===== src/rtl/cpu_pkg.sv =====
// Shared CPU-side types and constants used by the fetch stage and its bench.
package cpu_pkg;

    localparam int INSTR_W = 32;
    localparam int PC_W    = 5;

    // addi x0, x0, 0 -- what decode sees when fetch has nothing to offer
    localparam logic [INSTR_W-1:0] NOP_INSTR = 32'h0000_0013;

    typedef struct packed {
        logic [PC_W-1:0]    pc;
        logic [INSTR_W-1:0] instr;
    } fetch_entry_t;

endpackage


===== src/rtl/fetch_unit_if.sv =====
// Fetch-stage bus: instruction-memory request/response plus decode-facing head and control.
interface fetch_unit_if #(
    parameter int INSTR_WIDTH = 32,
    parameter int PC_WIDTH    = 5
);

    logic                   i_stall;
    logic                   i_redirect;
    logic [PC_WIDTH-1:0]    i_redirect_pc;
    logic                   o_imem_req;
    logic [PC_WIDTH-1:0]    o_imem_addr;
    logic                   i_imem_valid;
    logic [INSTR_WIDTH-1:0] i_imem_data;
    logic [INSTR_WIDTH-1:0] o_instruction;
    logic [PC_WIDTH-1:0]    o_pc;
    logic                   o_valid;

    modport master (
        input  i_stall, i_redirect, i_redirect_pc, i_imem_valid, i_imem_data,
        output o_imem_req, o_imem_addr, o_instruction, o_pc, o_valid
    );

    modport slave (
        output i_stall, i_redirect, i_redirect_pc, i_imem_valid, i_imem_data,
        input  o_imem_req, o_imem_addr, o_instruction, o_pc, o_valid
    );

endinterface


===== src/rtl/fetch_fifo.sv =====
// Synchronous FIFO with clear; head is read combinationally from registered storage.
module fetch_fifo #(
    parameter int  DEPTH = 2,
    parameter type T     = logic [31:0]
) (
    input  logic                         clk,
    input  logic                         rst,
    input  logic                         clear,
    input  logic                         push,
    input  T                             push_data,
    input  logic                         pop,
    output T                             head,
    output logic [$clog2(DEPTH+1)-1:0]   count,
    output logic                         full,
    output logic                         empty
);

    localparam int AW = $clog2(DEPTH);
    localparam int CW = $clog2(DEPTH + 1);

    T               mem [DEPTH];
    logic [AW-1:0]  wr_ptr;
    logic [AW-1:0]  rd_ptr;
    logic           do_push;
    logic           do_pop;

    assign empty   = (count == '0);
    assign full    = (count == CW'(DEPTH));
    assign do_pop  = pop && !empty;
    // a full FIFO still accepts a push when the head leaves in the same cycle
    assign do_push = push && (!full || do_pop);
    assign head    = mem[rd_ptr];

    always_ff @(posedge clk) begin
        if (rst || clear) begin
            wr_ptr <= '0;
            rd_ptr <= '0;
            count  <= '0;
        end else begin
            if (do_push) wr_ptr <= wr_ptr + AW'(1);
            if (do_pop)  rd_ptr <= rd_ptr + AW'(1);
            count <= count + CW'(do_push) - CW'(do_pop);
        end
    end

    always_ff @(posedge clk) begin
        if (do_push && !clear) mem[wr_ptr] <= push_data;
    end

endmodule


===== src/rtl/fetch_unit.sv =====
// Fetch stage: PC generation, credit-limited in-order memory reads, response buffering
// and wrong-path squashing on branch redirect.
module fetch_unit
    import cpu_pkg::*;
#(
    parameter int                   INSTR_WIDTH = 32,
    parameter int                   PC_WIDTH    = 5,
    parameter int                   FIFO_DEPTH  = 2,
    parameter logic [PC_WIDTH-1:0]  RESET_PC    = '0
) (
    input  logic         clk,
    input  logic         rst,
    fetch_unit_if.master bus
);

    localparam int             CW      = $clog2(FIFO_DEPTH + 1);
    localparam logic [CW-1:0]  DEPTH_C = CW'(FIFO_DEPTH);

    typedef struct packed {
        logic [PC_WIDTH-1:0]    pc;
        logic [INSTR_WIDTH-1:0] instr;
    } entry_t;

    logic [PC_WIDTH-1:0] fetch_pc;
    logic [CW-1:0]       inflight;
    logic [CW-1:0]       kill;
    logic [CW-1:0]       buf_count;
    logic [CW-1:0]       tag_count;
    logic                buf_full;
    logic                buf_empty;
    logic                tag_full;
    logic                tag_empty;
    entry_t              buf_head;
    entry_t              buf_push_data;
    logic [PC_WIDTH-1:0] tag_head;
    logic                issue;
    logic                pop_fire;
    logic                resp_live;
    logic                resp_kill;
    logic [CW:0]         credit_used;
    logic [CW:0]         credit_limit;

    // A slot freed by this cycle's pop may be re-granted at once, so a 2-deep
    // buffer sustains one instruction per cycle with single-cycle memory.
    assign pop_fire     = !buf_empty && !bus.i_stall && !bus.i_redirect;
    assign credit_used  = {1'b0, buf_count} + {1'b0, inflight};
    assign credit_limit = (CW+1)'(FIFO_DEPTH) + {{CW{1'b0}}, pop_fire};
    assign issue        = !rst && !bus.i_redirect && (credit_used < credit_limit);

    assign resp_kill    = bus.i_imem_valid && (kill != '0);
    assign resp_live    = bus.i_imem_valid && (kill == '0) && !bus.i_redirect;

    assign buf_push_data.pc    = tag_head;
    assign buf_push_data.instr = bus.i_imem_data;

    assign bus.o_imem_req    = issue;
    assign bus.o_imem_addr   = fetch_pc;
    assign bus.o_valid       = !buf_empty;
    assign bus.o_instruction = buf_empty ? INSTR_WIDTH'(NOP_INSTR) : buf_head.instr;
    assign bus.o_pc          = buf_empty ? '0 : buf_head.pc;

    // PCs of live in-flight requests; squashed requests are tracked only by kill
    fetch_fifo #(
        .DEPTH (FIFO_DEPTH),
        .T     (logic [PC_WIDTH-1:0])
    ) u_tag_q (
        .clk       (clk),
        .rst       (rst),
        .clear     (bus.i_redirect),
        .push      (issue),
        .push_data (fetch_pc),
        .pop       (resp_live),
        .head      (tag_head),
        .count     (tag_count),
        .full      (tag_full),
        .empty     (tag_empty)
    );

    fetch_fifo #(
        .DEPTH (FIFO_DEPTH),
        .T     (entry_t)
    ) u_buf (
        .clk       (clk),
        .rst       (rst),
        .clear     (bus.i_redirect),
        .push      (resp_live),
        .push_data (buf_push_data),
        .pop       (pop_fire),
        .head      (buf_head),
        .count     (buf_count),
        .full      (buf_full),
        .empty     (buf_empty)
    );

    always_ff @(posedge clk) begin
        if (rst) begin
            fetch_pc <= RESET_PC;
            inflight <= '0;
            kill     <= '0;
        end else begin
            inflight <= inflight + CW'(issue) - CW'(bus.i_imem_valid);
            if (bus.i_redirect) begin
                fetch_pc <= bus.i_redirect_pc;
                // everything still outstanding is wrong-path, including earlier squashes
                kill     <= inflight - CW'(bus.i_imem_valid);
            end else begin
                if (issue)     fetch_pc <= fetch_pc + PC_WIDTH'(1);
                if (resp_kill) kill     <= kill - CW'(1);
            end
        end
    end

    a_counters_bounded: assert property (@(posedge clk) disable iff (rst)
        buf_count <= DEPTH_C && inflight <= DEPTH_C && kill <= DEPTH_C);
    a_kill_le_inflight: assert property (@(posedge clk) disable iff (rst)
        kill <= inflight);
    a_tags_consistent: assert property (@(posedge clk) disable iff (rst)
        tag_count + kill == inflight);
    a_live_resp_has_tag: assert property (@(posedge clk) disable iff (rst)
        !(bus.i_imem_valid && kill == '0 && tag_empty));
    a_no_tag_overflow: assert property (@(posedge clk) disable iff (rst)
        !(issue && tag_full && !resp_live));
    a_no_buf_overflow: assert property (@(posedge clk) disable iff (rst)
        !(resp_live && buf_full && !pop_fire));

endmodule


===== src/flat_wrapper.sv =====
// flat-port wrapper written by rule: the top's interface ports become plain ports
module fetch_unit_flat import cpu_pkg::*;
#(
    parameter int                   INSTR_WIDTH = 32,
    parameter int                   PC_WIDTH    = 5,
    parameter int                   FIFO_DEPTH  = 2,
    parameter logic [PC_WIDTH-1:0]  RESET_PC    = '0
)
  (clk, rst, bus_i_stall, bus_i_redirect, bus_i_redirect_pc, bus_i_imem_valid, bus_i_imem_data, bus_o_imem_req, bus_o_imem_addr, bus_o_instruction, bus_o_pc, bus_o_valid);
  fetch_unit_if #(.INSTR_WIDTH(INSTR_WIDTH), .PC_WIDTH(PC_WIDTH)) bus_i ();
  input  logic clk;
  input  logic rst;
  input wire logic [$bits(bus_i.i_stall)-1:0] bus_i_stall;
  input wire logic [$bits(bus_i.i_redirect)-1:0] bus_i_redirect;
  input wire logic [$bits(bus_i.i_redirect_pc)-1:0] bus_i_redirect_pc;
  input wire logic [$bits(bus_i.i_imem_valid)-1:0] bus_i_imem_valid;
  input wire logic [$bits(bus_i.i_imem_data)-1:0] bus_i_imem_data;
  output wire logic [$bits(bus_i.o_imem_req)-1:0] bus_o_imem_req;
  output wire logic [$bits(bus_i.o_imem_addr)-1:0] bus_o_imem_addr;
  output wire logic [$bits(bus_i.o_instruction)-1:0] bus_o_instruction;
  output wire logic [$bits(bus_i.o_pc)-1:0] bus_o_pc;
  output wire logic [$bits(bus_i.o_valid)-1:0] bus_o_valid;
  assign bus_i.i_stall = bus_i_stall;
  assign bus_i.i_redirect = bus_i_redirect;
  assign bus_i.i_redirect_pc = bus_i_redirect_pc;
  assign bus_i.i_imem_valid = bus_i_imem_valid;
  assign bus_i.i_imem_data = bus_i_imem_data;
  assign bus_o_imem_req = bus_i.o_imem_req;
  assign bus_o_imem_addr = bus_i.o_imem_addr;
  assign bus_o_instruction = bus_i.o_instruction;
  assign bus_o_pc = bus_i.o_pc;
  assign bus_o_valid = bus_i.o_valid;
  fetch_unit #(.INSTR_WIDTH(INSTR_WIDTH), .PC_WIDTH(PC_WIDTH), .FIFO_DEPTH(FIFO_DEPTH), .RESET_PC(RESET_PC)) u_core (.clk(clk), .rst(rst), .bus(bus_i));
endmodule

===== config.mk =====
export PLATFORM = sky130hd
export DESIGN_NAME = fetch_unit_flat
export DESIGN_NICKNAME = d
export VERILOG_FILES = /design/src/rtl/cpu_pkg.sv /design/src/rtl/fetch_unit_if.sv /design/src/rtl/fetch_fifo.sv /design/src/rtl/fetch_unit.sv /design/src/flat_wrapper.sv
export SDC_FILE = /design/constraint.sdc
export NUM_CORES = 1
export LEC_CHECK = 0
export CORE_ASPECT_RATIO = 1.1
export CORE_MARGIN = 4
export CORE_UTILIZATION = 26
export CTS_CLUSTER_SIZE = 20
export DETAILED_ROUTE_END_ITERATION = 10
export PLACE_DENSITY = 0.49
export SYNTH_ARGS = -nofsm -noshare
export SYNTH_HDL_FRONTEND = slang
export SYNTH_SLANG_ARGS = --single-unit

===== constraint.sdc =====
create_clock -name clk -period 4.9 [get_ports clk]
set_input_delay 0.49 -clock clk [delete_from_list [all_inputs] [get_ports clk]]
set_output_delay 0.49 -clock clk [all_outputs]
set_load 0.01 [all_outputs]

==> results of run 1 <==
==> kinds of logic (layout without fill, tap and decap cells) <==
group	after synthesis	count (layout)	share of synthesized area
adders and majority gates	10	10	0.0313
DFF	103	103	0.685
xor gates and xnor gates	12	12	0.0248
and+or+nand+nor	87	87	0.0912
muxes	43	43	0.104
AOI/OAI and AO/OA	20	20	0.0402
buffers and inverters	22	114	0.0233
==> per-layer routing <==
layer | part of all wire | vias to the layer above
met2 | 0.45 | 68
met4 | 0.017 | 0
met5 | 0 | -
met1 | 0.47 | 1195
li1 | - | 1241
met3 | 0.069 | 10
==> Yosys cell counts (all sizes together) <==
library cell | count | share of area
edfxtp | 84 | 0.60
nor2 | 58 | 0.051
mux2i | 37 | 0.087
dfxtp | 19 | 0.090
inv | 12 | 0.011
ha | 9 | 0.027
nand2 | 9 | 0.0080
xnor2 | 9 | 0.019
buf | 6 | 0.0092
mux2 | 6 | 0.017
a211oi | 5 | 0.010
clkbuf | 4 | 0.0035
nor3 | 4 | 0.0059
and2 | 3 | 0.0044
nor2b | 3 | 0.0044
o21ai | 3 | 0.0035
xor2 | 3 | 0.0062
a31o | 2 | 0.0062
and3b | 2 | 0.0041
nand2b | 2 | 0.0030
nand3 | 2 | 0.0024
a2111oi | 1 | 0.0024
a21boi | 1 | 0.0018
a21o | 1 | 0.0018
a21oi | 1 | 0.0012
a311oi | 1 | 0.0021
a31oi | 1 | 0.0015
fa | 1 | 0.0047
nand3b | 1 | 0.0018
nand4 | 1 | 0.0015
nor3b | 1 | 0.0018
o211ai | 1 | 0.0018
o21ba | 1 | 0.0038
o311a | 1 | 0.0024
o31ai | 1 | 0.0018
or3 | 1 | 0.0027
==> cells in the final DEF, fill, tap and decap left out, types with 2 or more instances in the layout <==
cell type / instances
nand3_1: 2
bufinv_16: 3
nor2b_1: 3
mux2_2: 5
dfxtp_1: 18
nand2_1: 9
a211oi_1: 4
inv_1: 11
nor3_1: 3
clkbuf_16: 9
nor2_1: 55
mux2i_1: 37
and3b_1: 2
nor2_4: 3
clkdlybuf4s50_1: 85
xor2_1: 3
and2_1: 3
ha_1: 9
nand2b_1: 2
edfxtp_1: 84
o21ai_0: 2
clkinvlp_4: 2
xnor2_1: 9
==> final timing paths <==
| kind | startpoint | cells past startpoint | endpoint |
|---|---|---|---|
| setup reg to reg | u_core.u_buf.count[0] | 11 | u_core.u_tag_q.count[1] |
| hold / removal | u_core.u_tag_q.wr_ptr | 1 | u_core.u_tag_q.wr_ptr |
| setup / recovery | u_core.u_buf.count[0] | 7 | bus_o_imem_req |
| hold reg to reg | u_core.u_tag_q.wr_ptr | 1 | u_core.u_tag_q.wr_ptr |
==> through the flow <==
stage	instance area [µm²]	utilization	std cells
after floorplan	4240	-	297
after global routing	5660	0.357	589
after detailed placement	5320	0.335	573
after global placement	5320	0.335	573
final	5660	0.357	589
after CTS	5660	0.357	589
==> state kept, by name (all words and copies together) (netlist names), named ones only <==
register / cells
u_core.u_tag_q.mem: 10
u_core.u_buf.wr_ptr: 1
u_core.u_tag_q.wr_ptr: 1
u_core.u_buf.mem: 74
u_core.u_buf.rd_ptr: 1
u_core.kill: 2
u_core.u_buf.count: 2
u_core.u_tag_q.count: 2
u_core.bus.o_imem_addr: 5
u_core.inflight: 2
u_core.u_tag_q.rd_ptr: 1
==> power by group through the flow <==
stage                     clock network, mW  registers, mW  logic, mW
after global placement                    0           1.04      0.223
final                                 0.807           1.02      0.222
after detailed placement                  0           1.04      0.225
after floorplan                           0           1.03      0.124
after CTS                             0.829           1.02      0.227
after global routing                  0.866           1.02      0.248
==> area by class of cell <==
type                       count  share of cell area
tap                          200              0.0442
clock buffer                   9              0.0398
clock inverter                 7              0.0212
sequential                   103               0.513
inverter                      12             0.00796
multi-input combinational    172               0.222
timing repair buffer          86               0.152
==> run metrics, run 1 <==
Cell variety after synth=44; critical-path cell list=ha_1 > fa_1 > nor2_1 > a31o_2 > nand2_1 > inv_1 > clkdlybuf4s50_1; ant diodes=0; yosys warns=0; fin worst setup slack=1.91 ns; area of the multi-input gates=1260 µm²; GRT Residual Overflow=0; crit path time final=2.99 ns; outcome=complete, no violations; met3 Resource Use GR=0.0260; Reg2Reg Setup Slack=2.16 ns; final wirelength=8.45 mm; Initial Utilization=0.267; dpl ws=1.72 ns; P&R area growth vs syn=33.6%; width of the die=130 µm; CTS tree=yes; Fin Clk Skew=0.00623 ns; WP data required=4.41 ns; vias after detailed routing=2514; area of the die=18400 µm²; Setup-failing EPs final=0; PortBufs=85; sequential cell area fraction in the yosys report=0.685; Routed Antenna Nets=0; Core ar.=15900 µm²; layout cells sized above 1=0.0848; switching share of power=0.214; Post-Synthesis Net Count=349; GR Util met2=0.146; filler cell count=1541; I/O pin count=86; gr usage total=0.0941; Pleak=1.87 nW; detailed router's first-iteration violation count=96; Crit path largest cell delay=0.54 ns; grt met1 use=0.124; worst vdd ir=143 µV; Worst Tran Pin Value=1.08 ns; Register Area=2900 µm²; clock network fraction of total power=0.394; clock sinks=103; maximum clock path buffer count=2; # DRC=0; DPL Wire Length=5.75 mm; clock insertion delay at the later pin of the skew report=0.34 ns; PD cells=362 nW/µm²; CP Max Fanout=6; number of synthesized register bits=103; largest net degree at the start of global routing=38; # rows=48; GR peak layer=met2; hold-fix buffers at CTS=0; Startpoint Class=flip-flop; Gate Count Post-Synth=297; Die Height=142 µm; vias per cell=4.27; DRT Pass-1 Iters=6; Tot Pwr=2.05 mW; cell family with most CP delay=adder cells; Setup Fix Bufs, Post-CTS=0; Peak Freq=0.334 GHz; initial antenna violation count=0; Tcrit/Tclk final=0.611; RSZ-0062 raised after global routing=false; type of the worst setup path=flip-flop to primary output; Internal Power=1.61 mW; arrival time worst endpoint=2.50 ns; Syn Std Cell Area=4240 µm²; Avg WL per Cell=14.3 µm; worst hold path type=flip-flop to flip-flop; Inserted Clock Buffers=9; WP buf/inv=2; CP max-delay cell=clkdlybuf4s50_1; Max-slew headroom=0.277; WHS=0.503 ns; combinational power share=0.108; nature of the critical path endpoint=primary output; switching power=0.438 mW; max-slew violations=0; Final Hold Viols=0; clock slew at reported path FFs=0.07 ns; Sequential Power Share=0.498; RePlAce Congestion=0.786; root buf cell=clkbuf_16; Final nets=436; CTS resizes=0; Max H-tree Level=3; vias in the first global route=2637; Mapped Avg Cell Area=14.3 µm²; TNS Setup=0 ns; Max Cap Viol=0; first-pass GRT wire length=13.3 mm
(Power assumes the default switching activity.)
==> inputs of run 2 (changes only) <==
==> constraint.sdc (replaced) <==
create_clock -name clk -period 2.9 [get_ports clk]
set_input_delay 0.29 -clock clk [delete_from_list [all_inputs] [get_ports clk]]
set_output_delay 0.29 -clock clk [all_outputs]
set_load 0.01 [all_outputs]
==> run metrics, run 2 (synthesis gave the netlist of run 1 again) <==
vias per cell=4.26 (-0.30%); DRT Pass-1 Iters=4 (-2); clock insertion delay at the later pin of the skew report=0.34 ns (about the same); Worst Tran Pin Value=0.433 ns (-0.649 ns); Inserted Clock Buffers=9 (unchanged); Max-slew headroom=0.710 (+0.433); Peak Freq=0.374 GHz; CTS resizes=0 (unchanged); Reg2Reg Setup Slack=0.25 ns (-1.91 ns); switching power=0.770 mW (+76%); first-pass GRT wire length=13.5 mm (+1.7%); detailed router's first-iteration violation count=133 (+39%); RSZ-0062 raised after global routing=false; Core ar.=15900 µm² (unchanged); arrival time worst endpoint=2.39 ns (-0.11 ns); Tot Pwr=3.42 mW (+67%); final wirelength=8.64 mm (+2.2%); Top reg by flops=u_core.u_buf.mem; Final Hold Viols=0 (unchanged); initial antenna violation count=0 (unchanged); Routed Antenna Nets=0 (unchanged); Fin Clk Skew=0.00792 ns (+0.00169 ns); outcome=complete, no violations; Crit path largest cell delay=0.54 ns (about the same); vias in the first global route=2617 (-0.76%); clock slew at reported path FFs=0.07 ns (about the same); Setup Fix Bufs, Post-CTS=0 (unchanged); clock sinks=103 (unchanged); Final nets=446 (+2.3%); worst hold path type=flip-flop to flip-flop; area of the multi-input gates=1260 µm² (unchanged); CP Max Fanout=4 (-2); width of the die=130 µm (unchanged); Sequential Power Share=0.502 (+0.004); gr usage total=0.0964 (+0.00228); Initial Utilization=0.267 (unchanged); WP buf/inv=2 (unchanged); # rows=48 (unchanged); # DRC=0 (unchanged); type of the worst setup path=flip-flop to primary output; vias after detailed routing=2549 (+1.4%); cell family with most CP delay=adder cells; Setup-failing EPs final=0 (unchanged); Pleak=1.93 nW (+3.1%); I/O pin count=86 (unchanged); Tcrit/Tclk final=0.923; Max H-tree Level=3 (unchanged); CTS tree=yes; Avg WL per Cell=14.4 µm (+0.54%); RePlAce Congestion=0.748 (-4.9%); filler cell count=1576 (+2.3%); critical-path cell list=ha_1 > fa_1 > nor2_1 > a31o_2 > nand2_1 > inv_1 > clkdlybuf4s50_1; Max Cap Viol=0 (unchanged); nature of the critical path endpoint=primary output; Startpoint Class=flip-flop; CP max-delay cell=clkdlybuf4s50_1; Hold Crit Depth=1 (unchanged); layout cells sized above 1=0.110 (+0.0254); FF-to-FF End=u_core.u_tag_q.count[1]; PortBufs=85 (unchanged); Die Height=142 µm (unchanged); PD cells=594 nW/µm² (+64%); area of the die=18400 µm² (unchanged); combinational power share=0.115 (+0.007); cell depth of the worst setup path=7 (unchanged); Internal Power=2.65 mW (+65%); max FFs per register=74 (unchanged); clock network fraction of total power=0.383 (-0.011); most frequent cells in the layout=clkdlybuf4s50_1, edfxtp_1, nor2_1; ant diodes=0 (unchanged); most common cell after layout, fill and taps aside=clkdlybuf4s50_1; GRT Residual Overflow=0 (unchanged); maximum clock path buffer count=2 (unchanged); TNS Setup=0 ns (unchanged); switching share of power=0.225 (+0.0110); DPL Wire Length=6.15 mm (+6.8%); max-slew violations=0 (unchanged); crit path time final=2.68 ns; reg2reg start=u_core.inflight[0]; worst vdd ir=235 µV (+64%); sink of the worst hold path=u_core.u_tag_q.wr_ptr; P&R area growth vs syn=35.8%; root buf cell=clkbuf_16; HP Start=u_core.u_tag_q.wr_ptr; WP data required=2.61 ns (-1.80 ns); hold-fix buffers at CTS=0 (unchanged); Register Area=2900 µm² (unchanged); Worst Reg-to-Reg Cells=11 (unchanged); largest net degree at the start of global routing=29 (-24%)
==> run 2: worst max path at each step <==
stage	startpoint	to
2_1_floorplan	u_core.kill[0]	u_core.u_buf.mem[0][0]
3_3_place_gp	u_core.inflight[0]	u_core.u_tag_q.count[1]
3_5_place_dp	u_core.inflight[0]	u_core.u_tag_q.count[1]
4_1_cts	u_core.inflight[0]	bus_o_imem_req
5_1_grt	u_core.u_buf.count[1]	bus_o_imem_req
6_report	u_core.inflight[0]	bus_o_imem_req
==> run 2: power groups by stage <==
stage / sequential (mW) / combinational (mW) / clock [mW]
2_1_floorplan: 1.75 / 0.209 / 0
3_3_place_gp: 1.75 / 0.394 / 0
3_5_place_dp: 1.75 / 0.397 / 0
4_1_cts: 1.72 / 0.400 / 1.36
5_1_grt: 1.73 / 0.439 / 1.43
6_report: 1.72 / 0.393 / 1.31
==> run 2: layout make-up <==
cell class,count,area share
Tap cell,200,0.0435
Multi-Input combinational cell,172,0.219
Clock inverter,7,0.0178
Clock buffer,9,0.0391
Inverter,12,0.00782
Timing Repair Buffer,96,0.169
Sequential cell,103,0.504
==> run 2: routing by layer <==
metal,up-vias,share of wire,wire (µm),global-route usage
met2,68,0.45,3890,0.149
li1,1264,-,-,-
met4,0,0.017,148,0.0443
met1,1205,0.47,4080,0.128
met5,-,0,0,0
met3,12,0.060,518,0.0233
==> run 2: worst reg2reg max path, cell delays in order (launching register included) <==
cell and delay, ns:
dfxtp_1 0.33, ha_1 0.19, fa_1 0.43, nor2_1 0.17
a31oi_1 0.15, or3_4 0.41, ha_1 0.29, inv_1 0.05
ha_1 0.15, xor2_1 0.18, xnor2_1 0.14, nor2_1 0.05
==> run 2: metrics by stage <==
step | utilization | setup slack, ns | area (µm²) | std cells | hold slack (ns)
5_1_grt | 0.363 | 0.0563 | 5760 | 599 | 0.516
6_report | 0.363 | 0.224 | 5760 | 599 | 0.486
3_3_place_gp | 0.342 | 0.306 | 5430 | 583 | 0.482
2_1_floorplan | - | 0.0910 | 4240 | 297 | 0.389
4_1_cts | 0.363 | 0.198 | 5760 | 599 | 0.491
3_5_place_dp | 0.342 | 0.250 | 5430 | 583 | 0.477
==> inputs of run 3 (changes only) <==
--- a/config.mk
+++ b/config.mk
@@ -6,11 +6,13 @@
 export NUM_CORES = 1
 export LEC_CHECK = 0
 export CORE_ASPECT_RATIO = 1.1
-export CORE_MARGIN = 4
+export CORE_MARGIN = 5
 export CORE_UTILIZATION = 26
 export CTS_CLUSTER_SIZE = 20
 export DETAILED_ROUTE_END_ITERATION = 10
+export HOLD_SLACK_MARGIN = 0.12
 export PLACE_DENSITY = 0.49
+export RECOVER_POWER = 50
 export SYNTH_ARGS = -nofsm -noshare
 export SYNTH_HDL_FRONTEND = slang
 export SYNTH_SLANG_ARGS = --single-unit
==> run metrics, run 3 (synthesis gave the netlist of run 1 again) <==
Max Cap Viol=0 (unchanged); clock network fraction of total power=0.376 (-0.007); combinational power share=0.111 (-0.004); width of the die=132 µm (+1.5%); DPL Wire Length=6.20 mm (+0.90%); arrival time worst endpoint=2.38 ns (about the same); Peak Freq=0.375 GHz (+0.38%); Worst Tran Pin Value=1.04 ns (+0.608 ns); CP max-delay cell=clkdlybuf4s50_1; switching power=0.728 mW (-5.4%); sink of the worst hold path=u_core.u_tag_q.wr_ptr; Core ar.=16200 µm² (+2.1%); Routed Antenna Nets=0 (unchanged); critical path launch point=u_core.inflight[0]; TNS Setup=0 ns (unchanged); CP Max Fanout=4 (unchanged); # rows=49 (+2.1%); area of the die=19000 µm² (+3.0%); gr usage total=0.0956 (-0.000776); maximum clock path buffer count=2 (unchanged); RePlAce Congestion=0.776 (+3.8%); nature of the critical path endpoint=primary output; Final Hold Viols=0 (unchanged); Setup Fix Bufs, Post-CTS=0 (unchanged); Tcrit/Tclk final=0.919 (-0.00348); RSZ-0062 raised after global routing=false; WHS=0.493 ns (+0.00624 ns); detailed router's first-iteration violation count=150 (+13%); Max-slew headroom=0.306 (-0.404); critical-path cell list=ha_1 > fa_1 > nor2_1 > a31o_2 > nand2_1 > inv_1 > clkdlybuf4s50_1; Avg WL per Cell=14.4 µm (-0.44%); DRT Pass-1 Iters=4 (unchanged); clock sinks=103 (unchanged); crit path time final=2.67 ns (-0.0101 ns); clock slew at reported path FFs=0.06 ns (about the same); reg2reg start=u_core.inflight[0]; Sequential Power Share=0.513 (+0.011); GRT Residual Overflow=0 (unchanged); Initial Utilization=0.262 (-0.00545); vias in the first global route=2738 (+4.6%); clock insertion delay at the later pin of the skew report=0.33 ns (about the same); Internal Power=2.62 mW (-1.1%); type of the worst setup path=flip-flop to primary output; I/O pin count=86 (unchanged); Final nets=446 (unchanged); most common cell after layout, fill and taps aside=edfxtp_1; # DRC=0 (unchanged); Worst Reg-to-Reg Cells=11 (unchanged); final core utilization=0.353 (-0.00981); layout cells sized above 1=0.0877 (-0.0226); CTS tree=yes; HP Start=u_core.u_tag_q.wr_ptr; outcome=complete, no violations; Hold Crit Depth=1 (unchanged); Setup-failing EPs final=0 (unchanged); largest net degree at the start of global routing=38 (+31%); worst vdd ir=272 µV (+16%); max-slew violations=0 (unchanged); Top reg by flops=u_core.u_buf.mem; Startpoint Class=flip-flop; PD cells=586 nW/µm² (-1.4%); WP data required=2.61 ns (about the same); P&R area growth vs syn=34.9%; vias per cell=4.23 (-0.66%); root buf cell=clkbuf_16; initial antenna violation count=0 (unchanged); FF-to-FF End=u_core.u_tag_q.count[1]; max FFs per register=74 (unchanged); Crit path largest cell delay=0.54 ns (about the same); final wirelength=8.66 mm (+0.22%); first-pass GRT wire length=14.3 mm (+5.4%); Fin Clk Skew=0.00474 ns (-0.00318 ns); ant diodes=0 (unchanged); Inserted Clock Buffers=9 (unchanged); CTS resizes=0 (unchanged); vias after detailed routing=2549 (unchanged); Pleak=1.93 nW (+0.37%); Reg2Reg Setup Slack=0.27 ns (+0.02 ns); switching share of power=0.217 (-0.00769); Die Height=144 µm (+1.4%); hold-fix buffers at CTS=0 (unchanged); Max H-tree Level=3 (unchanged); most frequent cells in the layout=edfxtp_1, nor2_1, clkdlybuf4s50_1; worst hold path type=flip-flop to flip-flop; PortBufs=85 (unchanged)
-- run 3: changes by cell type in the layout (fill, tap and decap cells not counted), moves of 2 or more --
| cell | change |
|---|---|
| clkdlybuf4s50_1 | -36 |
| mux2_2 | -4 |
| dlygate4sd3_1 | +36 |
| mux2_1 | +4 |
| clkinv_1 | +2 |
-- run 3: metal layers --
metal | global-route usage | wire length (µm) | vias to the layer above
met4 | 0.0417 | 147 | 0
met1 | 0.122 | 4050 | 1199
li1 | - | - | 1265
met2 | 0.152 | 4010 | 74
met3 | 0.0287 | 454 | 11
met5 | 0 | 0 | -
-- run 3: layout make-up --
type                       count  area, µm²
timing repair buffer          96        956
clock buffer                  10        229
inverter                      12       45.0
tap                          204        255
fill                        1585      10500
multi-input combinational    172       1240
sequential                   103       2900
clock inverter                 6       83.8
-- run 3: power by group through the flow --
stage	Clock, mW	Sequential, mW	Combinational [mW]
2_1_floorplan	0	1.75	0.209
3_3_place_gp	0	1.75	0.394
3_5_place_dp	0	1.75	0.397
4_1_cts	1.30	1.72	0.400
5_1_grt	1.37	1.73	0.419
6_report	1.26	1.72	0.371
-- run 3: worst max-delay path: cells and delay by family, from the launching register on --
kind	cells	cell delay, ns
buffers and inverters	2	0.62
adders and majority gates	2	0.62
AOI/OAI and AO/OA	1	0.21
and+or+nand+nor	2	0.25
DFF	1	0.33
-- run 3: how the worst max path moves through the flow --
| stage | endpoint | slack, ns | cells after the start |
|---|---|---|---|
| 3_5_place_dp | u_core.u_tag_q.count[1] | 0.25 | 11 |
| 6_report | bus_o_imem_req | 0.23 | 7 |
| 3_3_place_gp | u_core.u_tag_q.count[1] | 0.30 | 11 |
| 5_1_grt | bus_o_imem_req | 0.06 | 7 |
| 4_1_cts | bus_o_imem_req | 0.20 | 7 |
| 2_1_floorplan | u_core.u_buf.mem[0][0] | 0.09 | 5 |
-- run 3: per-stage QoR --
step / power [mW] / instances / setup WS [ns] / instance area, µm²
floorplan: 1.96 / 297 / 0.0910 / 4240
global placement: 2.15 / 587 / 0.305 / 5430
detailed placement: 2.15 / 587 / 0.254 / 5430
CTS: 3.43 / 603 / 0.198 / 5750
global route: 3.52 / 603 / 0.0631 / 5720
finish: 3.35 / 603 / 0.234 / 5720
